[src/rtl/cplx_tree_sum_ctrl_if.sv]
// Job control, chunk stream, adder-tree port and result signals of the complex tree-sum sequencer.
// Latency: none, wiring only.
// Backpressure: in_valid/in_ready on the chunk stream; result has none.
interface cplx_tree_sum_ctrl_if #(
    parameter int NI = 8
);
    logic                 start;
    logic [2:0]           chunk_cnt;
    logic                 busy;
    logic                 in_valid;
    logic                 in_ready;
    logic [NI*64-1:0]     in_data;
    logic [NI*64-1:0]     tree_inputs;
    logic [63:0]          tree_sum;
    logic [63:0]          result;
    logic                 result_valid;

    // Vector source plus adder tree side.
    modport master (
        output start, chunk_cnt, in_valid, in_data, tree_sum,
        input  busy, in_ready, tree_inputs, result, result_valid
    );

    // Sequencer side.
    modport slave (
        input  start, chunk_cnt, in_valid, in_data, tree_sum,
        output busy, in_ready, tree_inputs, result, result_valid
    );
endinterface

[src/rtl/cplx_tree_sum_ctrl.sv]
// Sums 8..64 complex elements via a shared 8-input adder tree, re-reducing the partials through it (CPLX_TREE_CTRL_SKIP_REDUCE_EN skips that pass for K=1).
// Latency: result_valid K+2*TREE_LAT+4 cycles after start (TREE_LAT+3 for K=1 with the skip build), plus one per in_valid gap.
// Backpressure: in_ready high only in FEED; result has none and is held until the next job's capture.
module cplx_tree_sum_ctrl #(
    parameter int NI       = 8,
    parameter int TREE_LAT = 3
) (
    input  logic                clk,
    input  logic                rst_n,
    cplx_tree_sum_ctrl_if.slave bus
);
    typedef enum logic [2:0] {
        S_IDLE, S_FEED, S_DRAIN1, S_REDUCE, S_DRAIN2, S_DONE
    } state_t;

    state_t              state;
    state_t              state_nxt;
    logic [2:0]          k_m1;          // chunks in this job minus one
    logic [2:0]          acc_cnt;       // chunks accepted so far
    logic [3:0]          cap_idx;       // tree sums captured so far
    logic [3:0]          cap_cnt_nxt;
    logic [63:0]         partial [NI];
    logic [NI*64-1:0]    tree_q;
    logic [63:0]         result_q;
    logic                tag_in;        // travels alongside tree_q
    logic [TREE_LAT-1:0] tag_pipe;      // mirrors the tree's pipeline depth
    logic                cap_now;
    logic                drain1_done;
    logic                skip_now;

    assign cap_now     = tag_pipe[TREE_LAT-1];
    assign cap_cnt_nxt = cap_idx + {3'd0, cap_now};
    // Counting this edge's capture lets DRAIN1 leave on the same edge the last partial lands.
    assign drain1_done = (cap_cnt_nxt == ({1'b0, k_m1} + 4'd1));

`ifdef CPLX_TREE_CTRL_SKIP_REDUCE_EN
    assign skip_now = (k_m1 == 3'd0);
`else
    assign skip_now = 1'b0;
`endif

    assign bus.tree_inputs = tree_q;
    assign bus.result      = result_q;

    // State register.
    always_ff @(posedge clk) begin
        if (!rst_n) begin
            state <= S_IDLE;
        end else begin
            state <= state_nxt;
        end
    end

    // Next-state and state-decoded outputs.
    always_comb begin
        state_nxt        = state;
        bus.busy         = (state != S_IDLE);
        bus.in_ready     = (state == S_FEED);
        bus.result_valid = (state == S_DONE);
        case (state)
            S_IDLE:   if (bus.start) state_nxt = S_FEED;
            S_FEED:   if (bus.in_valid && (acc_cnt == k_m1)) state_nxt = S_DRAIN1;
            S_DRAIN1: if (drain1_done) state_nxt = skip_now ? S_DONE : S_REDUCE;
            S_REDUCE: state_nxt = S_DRAIN2;
            S_DRAIN2: if (cap_now) state_nxt = S_DONE;
            S_DONE:   state_nxt = S_IDLE;
            default:  state_nxt = S_IDLE;
        endcase
    end

    // Tree drive, tag pipe, partial capture and result update.
    always_ff @(posedge clk) begin
        if (!rst_n) begin
            tree_q   <= '0;
            result_q <= '0;
            tag_in   <= 1'b0;
            tag_pipe <= '0;
            cap_idx  <= '0;
            acc_cnt  <= '0;
            k_m1     <= '0;
            for (int i = 0; i < NI; i++) partial[i] <= '0;
        end else begin
            // Tree sees zero and tag 0 unless a chunk or the partials are loaded below.
            tree_q      <= '0;
            tag_in      <= 1'b0;
            tag_pipe[0] <= tag_in;
            for (int i = 1; i < TREE_LAT; i++) tag_pipe[i] <= tag_pipe[i-1];

            if (cap_now) begin
                if (state == S_DRAIN2) begin
                    result_q <= bus.tree_sum;
                end else if (cap_idx < 4'(NI)) begin
                    partial[cap_idx[2:0]] <= bus.tree_sum;
                end
                cap_idx <= cap_cnt_nxt;
            end

            // partial[0] may be landing on this very edge, so take it from the tree.
            if ((state == S_DRAIN1) && drain1_done && skip_now) begin
                result_q <= cap_now ? bus.tree_sum : partial[0];
            end

            case (state)
                S_IDLE: begin
                    if (bus.start) begin
                        k_m1    <= bus.chunk_cnt;
                        acc_cnt <= '0;
                        cap_idx <= '0;
                        for (int i = 0; i < NI; i++) partial[i] <= '0;
                    end
                end
                S_FEED: begin
                    if (bus.in_valid) begin
                        tree_q  <= bus.in_data;
                        tag_in  <= 1'b1;
                        acc_cnt <= acc_cnt + 3'd1;
                    end
                end
                S_REDUCE: begin
                    // Unused slots were cleared at start, so they add +0.0+j0.0.
                    for (int i = 0; i < NI; i++) tree_q[64*i +: 64] <= partial[i];
                    tag_in <= 1'b1;
                end
                default: ;
            endcase
        end
    end
endmodule

[src/flat_wrapper.sv]
// flat-port wrapper written by rule: the top's interface ports become plain ports
module cplx_tree_sum_ctrl_flat 
#(
    parameter int NI       = 8,
    parameter int TREE_LAT = 3
)
  (clk, rst_n, bus_start, bus_chunk_cnt, bus_in_valid, bus_in_data, bus_tree_sum, bus_busy, bus_in_ready, bus_tree_inputs, bus_result, bus_result_valid);
  cplx_tree_sum_ctrl_if #(.NI(NI)) bus_i ();
  input  logic clk;
  input  logic rst_n;
  input wire logic [$bits(bus_i.start)-1:0] bus_start;
  input wire logic [$bits(bus_i.chunk_cnt)-1:0] bus_chunk_cnt;
  input wire logic [$bits(bus_i.in_valid)-1:0] bus_in_valid;
  input wire logic [$bits(bus_i.in_data)-1:0] bus_in_data;
  input wire logic [$bits(bus_i.tree_sum)-1:0] bus_tree_sum;
  output wire logic [$bits(bus_i.busy)-1:0] bus_busy;
  output wire logic [$bits(bus_i.in_ready)-1:0] bus_in_ready;
  output wire logic [$bits(bus_i.tree_inputs)-1:0] bus_tree_inputs;
  output wire logic [$bits(bus_i.result)-1:0] bus_result;
  output wire logic [$bits(bus_i.result_valid)-1:0] bus_result_valid;
  assign bus_i.start = bus_start;
  assign bus_i.chunk_cnt = bus_chunk_cnt;
  assign bus_i.in_valid = bus_in_valid;
  assign bus_i.in_data = bus_in_data;
  assign bus_i.tree_sum = bus_tree_sum;
  assign bus_busy = bus_i.busy;
  assign bus_in_ready = bus_i.in_ready;
  assign bus_tree_inputs = bus_i.tree_inputs;
  assign bus_result = bus_i.result;
  assign bus_result_valid = bus_i.result_valid;
  cplx_tree_sum_ctrl #(.NI(NI), .TREE_LAT(TREE_LAT)) u_core (.clk(clk), .rst_n(rst_n), .bus(bus_i));
endmodule
[config.mk]
export PLATFORM = sky130hd
export DESIGN_NAME = cplx_tree_sum_ctrl_flat
export DESIGN_NICKNAME = d
export VERILOG_FILES = /design/src/rtl/cplx_tree_sum_ctrl_if.sv /design/src/rtl/cplx_tree_sum_ctrl.sv /design/src/flat_wrapper.sv
export SDC_FILE = /design/constraint.sdc
export NUM_CORES = 1
export LEC_CHECK = 0
export ABC_AREA = 1
export CAP_MARGIN = 20
export CELL_PAD_IN_SITES_DETAIL_PLACEMENT = 2
export CELL_PAD_IN_SITES_GLOBAL_PLACEMENT = 2
export CORE_AREA = 2 2 449 451
export DETAILED_ROUTE_END_ITERATION = 8
export DIE_AREA = 0 0 451 453
export MAX_ROUTING_LAYER = met4
export PLACE_DENSITY = 0.63
export REMOVE_ABC_BUFFERS = 1
export SLEW_MARGIN = 20
export SYNTH_ARGS = -nofsm -noshare
export SYNTH_HDL_FRONTEND = slang
export SYNTH_SLANG_ARGS = --single-unit
[constraint.sdc]
create_clock -name clk -period 4.4 [get_ports clk]
set_input_delay 0.66 -clock clk [delete_from_list [all_inputs] [get_ports clk]]
set_output_delay 0.66 -clock clk [all_outputs]
set_load 0.02 [all_outputs]
## Word-level counts from Yosys, hierarchy flattened

Memories as Yosys holds them, arrays and structs flattened.
Cells that the tools add are included.

- $add $sub $neg: 3
- Multiply operators: 0
- Div/mod/pow operators: 0
- $lt $le $gt $ge: 1
- Equality and inequality tests: 20
- Shifts and indexed selects: 0
- Muxes and demuxes: 36
- Bitwise gates (word level): 32
- Reductions and logical operators: 9

Operators by type and width:

| operator | number |
|---|---|
| $pmux W512 S2 | 1 |
| $mux W64 | 9 |
| $mux W512 | 1 |
| $reduce_or A64 Y1 | 1 |
| $eq A3 B3 Y1 const B | 10 |
| $mux W3 | 7 |
| $and A1 B1 Y1 | 16 |
| $pmux W3 S5 | 1 |
| $mux W1 | 12 |
| $mux W4 | 3 |
| $not A1 Y1 | 8 |
| $or A1 B1 Y1 | 8 |
| $eq A3 B2 Y1 const B | 2 |
| $ne A2 B1 Y1 const B | 3 |
| $pmux W3 S2 | 1 |
| $add A3 B1 Y4 const B | 1 |
| $add A4 B1 Y4 | 1 |
| $eq A4 B4 Y1 | 1 |
| $lt A4 B4 Y1 const B | 1 |
| $ne A2 B2 Y1 const B | 2 |
| $reduce_and A2 Y1 | 2 |
| $reduce_and A4 Y1 | 1 |
| $add A3 B1 Y3 const B | 1 |
| $eq A3 B1 Y1 const B | 1 |
| 7 further kinds | 7 |

- Register bits after elaboration: 593
- Latch bits: 0
- Memory bits (writable): 512
- ROM bits: 0
- Input bits: 583
- Output and inout bits: 579
- Logic and storage cells: 110
- Memories: 1

Memory list:

| name | depth | width | read ports | clocked after Yosys merged registers in | wr ports | line | source |
|---|---|---|---|---|---|---|---|
| u_core.partial | 8 | 64 | 8 | 0 | 8 | cplx_tree_sum_ctrl.sv:22 | `logic [63:0] partial [NI];` |

## Depth between registers and ports, before layout

- Depth after elaboration: 16
- Mapped depth: 13
- Mapped depth without buffers: 13

## Worst setup path after synthesis

Ideal clock, no wire load.

- Path type: input-to-reg
- Start: in rst_n
- End: mem u_core.partial[0][0] (enable)
- Arrival: 3250 ps
- Slack: 726 ps
- Cell stages on the path: 7
- Path through: clkbuf_1 > nand2_1 > nor4_4 > nand4_1 > buf_2 > buf_6 > nand2_1

RTL lines:

| what | line | source |
|---|---|---|
| start: declaration | flat_wrapper.sv:10 | `input logic rst_n;` |
| end: declaration | cplx_tree_sum_ctrl.sv:22 |  |

## Final worst setup path

- Start: reg u_core.state[2]
- End: out bus_in_ready

- Longest elaborated chain between the ends: 1

Ends and longest elaborated chain:

| what | line | source |
|---|---|---|
| start: declaration | cplx_tree_sum_ctrl.sv:16 | `state_t state;` |
| start signal: assignment | cplx_tree_sum_ctrl.sv:50 | `state <= state_nxt;` |
| $eq A3 B1 Y1 | cplx_tree_sum_ctrl.sv:58 | `bus.in_ready = (state == S_FEED);` |
| end: declaration | flat_wrapper.sv:17 | `output wire logic [$bits(bus_i.in_ready)-1:0] bus_in_ready;` |

No other way between the ends.

==> results.md <==
- Status: complete, no violations
- Worst-margin pin slew: 1.16 ns
- Worst-path clk slew: 0.06 ns
- Leak: 21.0 nW
- DRT Wirelength: 222 mm
- Max-slew headroom: 22.6%
- Starting Density: 19.1%
- Crit-path slowest cell: clkdlybuf4s50_1
- Final Hold Vio Count: 0
- Warnings, synthesis: 0
- Final critical-path share of the clock period: 71.9%
- Num CTS Buffers: 141
- Chip Width: 451 µm
- CP Class: flop to output pin
- Routed via count: 31517
- VDD IR max: 0.381 mV
- Hold WC Path Type: flop to flop
- Tmin final: 3.16 ns
- Non-filler cells, final: 7242
- Total Neg Setup Slack: 0 ns
- Inst Count DP: 6938
- # H-tree levels: 4
- Post-CTS Hold Buffers: 0
- FP Rows: 164
- Chip height: 453 µm
- Unrepaired setup endpoints after global routing: false
- Drt initial violations: 2256
- Initial antenna violation count: 70
- Final core occ: 28.9%
- Skew final: 0.0433 ns
- MaxCap Viol Count: 0
- Drt via density: 4.35
- Clk_lat worst skew: 0.82 ns
- CP max stage delay: 0.72 ns
- Netlist cell types: 23
- Maximum clock rate: 316 MHz
- Sink Count: 1105
- Post-Syn Area: 38000 µm²
- CTS tree: built
- Core ar.: 199000 µm²
- First-pass GRT wire length: 294 mm
- Register area share after synthesis: 71.7%
- Final setup viols: 0
- DR WL/cell: 30.7 µm
- Post-CTS sizing: 0
- Power Total: 30.4 mW
- Vias in the first global route: 33188
- CP required: 3.74 ns
- Slew Limit Fails: 0
- Post-route ant nets: 0
- HPWL Detailed: 162 mm
- CP arrival: 2.50 ns
- Clk root buf: clkbuf_16
- Gpl congestion: 0.899
- Drt pass-1 iters: 7
- Worst-path cell chain: inv_1 > nand2_1 > nor2_1 > clkdlybuf4s50_1
- Area Overhead vs Synth: 51.7%
- DR DRC count: 0
- IO buf count: 1161
- # Post-CTS Setup Buffers: 0
- Post-synthesis instance total: 3291
- Startpoint Class: flop
- Nature of the critical path endpoint: output pin
- Synthesized area per cell: 11.5 µm²
- GR Overflow Total: 0
- Nets: 5012
- Share of cells above drive strength 1: 6.75%
- Max FO, Critical Path: 7
- PwrDens: 527 nW/µm²
- Largest net degree at the start of global routing: 110
- CP delay by family, top: buffers and inverters
- Boundary Pins: 1162
- Die footprint: 204000 µm²
- Synth Register Bits: 1105
- Total Routing Usage GR: 21.6%
- Max Root-Sink Buffers: 3
- Worst Path Buf+Inv: 2
[worst min-delay path: cells and delay by family, from the launching register on]
family	cells	cell delay (ns)
and+or+nand+nor	1	0.05
buffers and inverters	1	0.04
DFF	1	0.30
[cells in the mapped netlist]
library cell / count / area [µm²]
buf_2: 131 / 656
nor3_1: 3 / 15.0
xor2_1: 1 / 8.76
a22oi_1: 512 / 3840
nand2_1: 114 / 428
inv_1: 89 / 334
o211ai_1: 1 / 7.51
edfxtp_1: 512 / 15400
clkbuf_1: 104 / 390
dfxtp_1: 593 / 11900
o21ai_0: 6 / 30.0
a21oi_1: 70 / 350
inv_2: 2 / 7.51
a211oi_1: 3 / 22.5
clkinv_1: 1 / 3.75
xnor2_1: 1 / 8.76
nor4_4: 1 / 21.3
ha_1: 4 / 50.1
o22ai_1: 2 / 12.5
nand3_1: 74 / 370
buf_6: 20 / 225
nand4_1: 6 / 37.5
nor2_1: 1041 / 3910
[area by class of cell]
type / count / area, µm²
clock buffers: 192 / 3820
flip-flops and latches: 1105 / 27200
clock inverters: 72 / 891
diodes: 40 / 100
fillers: 21464 / 142000
multi-input cells: 1839 / 9240
well taps: 2656 / 3320
repair buffers: 1246 / 12600
inverters: 92 / 360
[report_power, final]
group	total (mW)	internal, mW	switching (mW)
logic	5.40	1.95	3.46
registers	13.0	12.3	0.744
clock network	11.9	6.85	5.10
total	30.4	21.1	9.30
[per-stage QoR]
step | hold WS, ns | instance area (µm²) | worst slack, ns
global placement | 0.397 | 52800 | 0.716
floorplan | 0.390 | 36700 | -13.09
finish | 0.414 | 57600 | 1.24
CTS | 0.364 | 57500 | 1.07
global route | 0.420 | 57600 | 0.994
detailed placement | 0.406 | 52800 | 0.622
[layout by cell type (no fill, tap or decap), types with 9 or more instances in the layout]
cell type        count
bufinv_16           11
nand2_1            105
a21oi_1             70
diode_2             40
nand2_4              9
clkdlybuf4s50_1   1161
clkinv_1            21
dfxtp_1            592
buf_4               55
edfxtp_1           512
buf_12              30
a22oi_1            512
clkbuf_1            41
inv_1               89
clkinv_2            21
nor2_1            1040
clkbuf_8            10
nand3_1             70
clkbuf_16          141
[final timing paths]
kind | start | end | slack, ns | cells past startpoint
setup reg to reg | u_core.state[0] | u_core.partial[1][37] | 1.24 | 8
setup / recovery | u_core.state[2] | bus_in_ready | 1.24 | 4
hold reg to reg | u_core.tag_in | u_core.tag_pipe[0] | 0.41 | 2
hold / removal | u_core.tag_in | u_core.tag_pipe[0] | 0.41 | 2
[logic make-up (layout without fill, tap and decap cells)]
kind of cell | Yosys count | count (layout) | synth area share [%]
and+or+nand+nor | 1239 | 1239 | 12.6
xor gates and xnor gates | 2 | 2 | 0.0461
adders and majority gates | 4 | 4 | 0.132
other | 0 | 40 | 0
DFF | 1105 | 1105 | 71.7
AOI/OAI and AO/OA | 594 | 594 | 11.2
buffers and inverters | 347 | 1602 | 4.26
[registers in the layout, summed over array words and instances (netlist names)]
register,cells
u_core.bus.result,64
u_core.partial,512
u_core.k_m1,3
u_core.state,3
u_core.bus.tree_inputs,512
u_core.acc_cnt,3
u_core.tag_in,1
u_core.tag_pipe,3
u_core.cap_idx,4
[metal layers]
| metal | track usage [%] | vias up | wire (µm) |
|---|---|---|---|
| li1 | - | 13748 | - |
| met1 | 25.1 | 16336 | 90100 |
| met2 | 36.4 | 1126 | 112000 |
| met3 | 5.21 | 307 | 13400 |
| met4 | 7.48 | 0 | 6930 |
| met5 | - | - | 0 |
(Power assumes the default switching activity.)
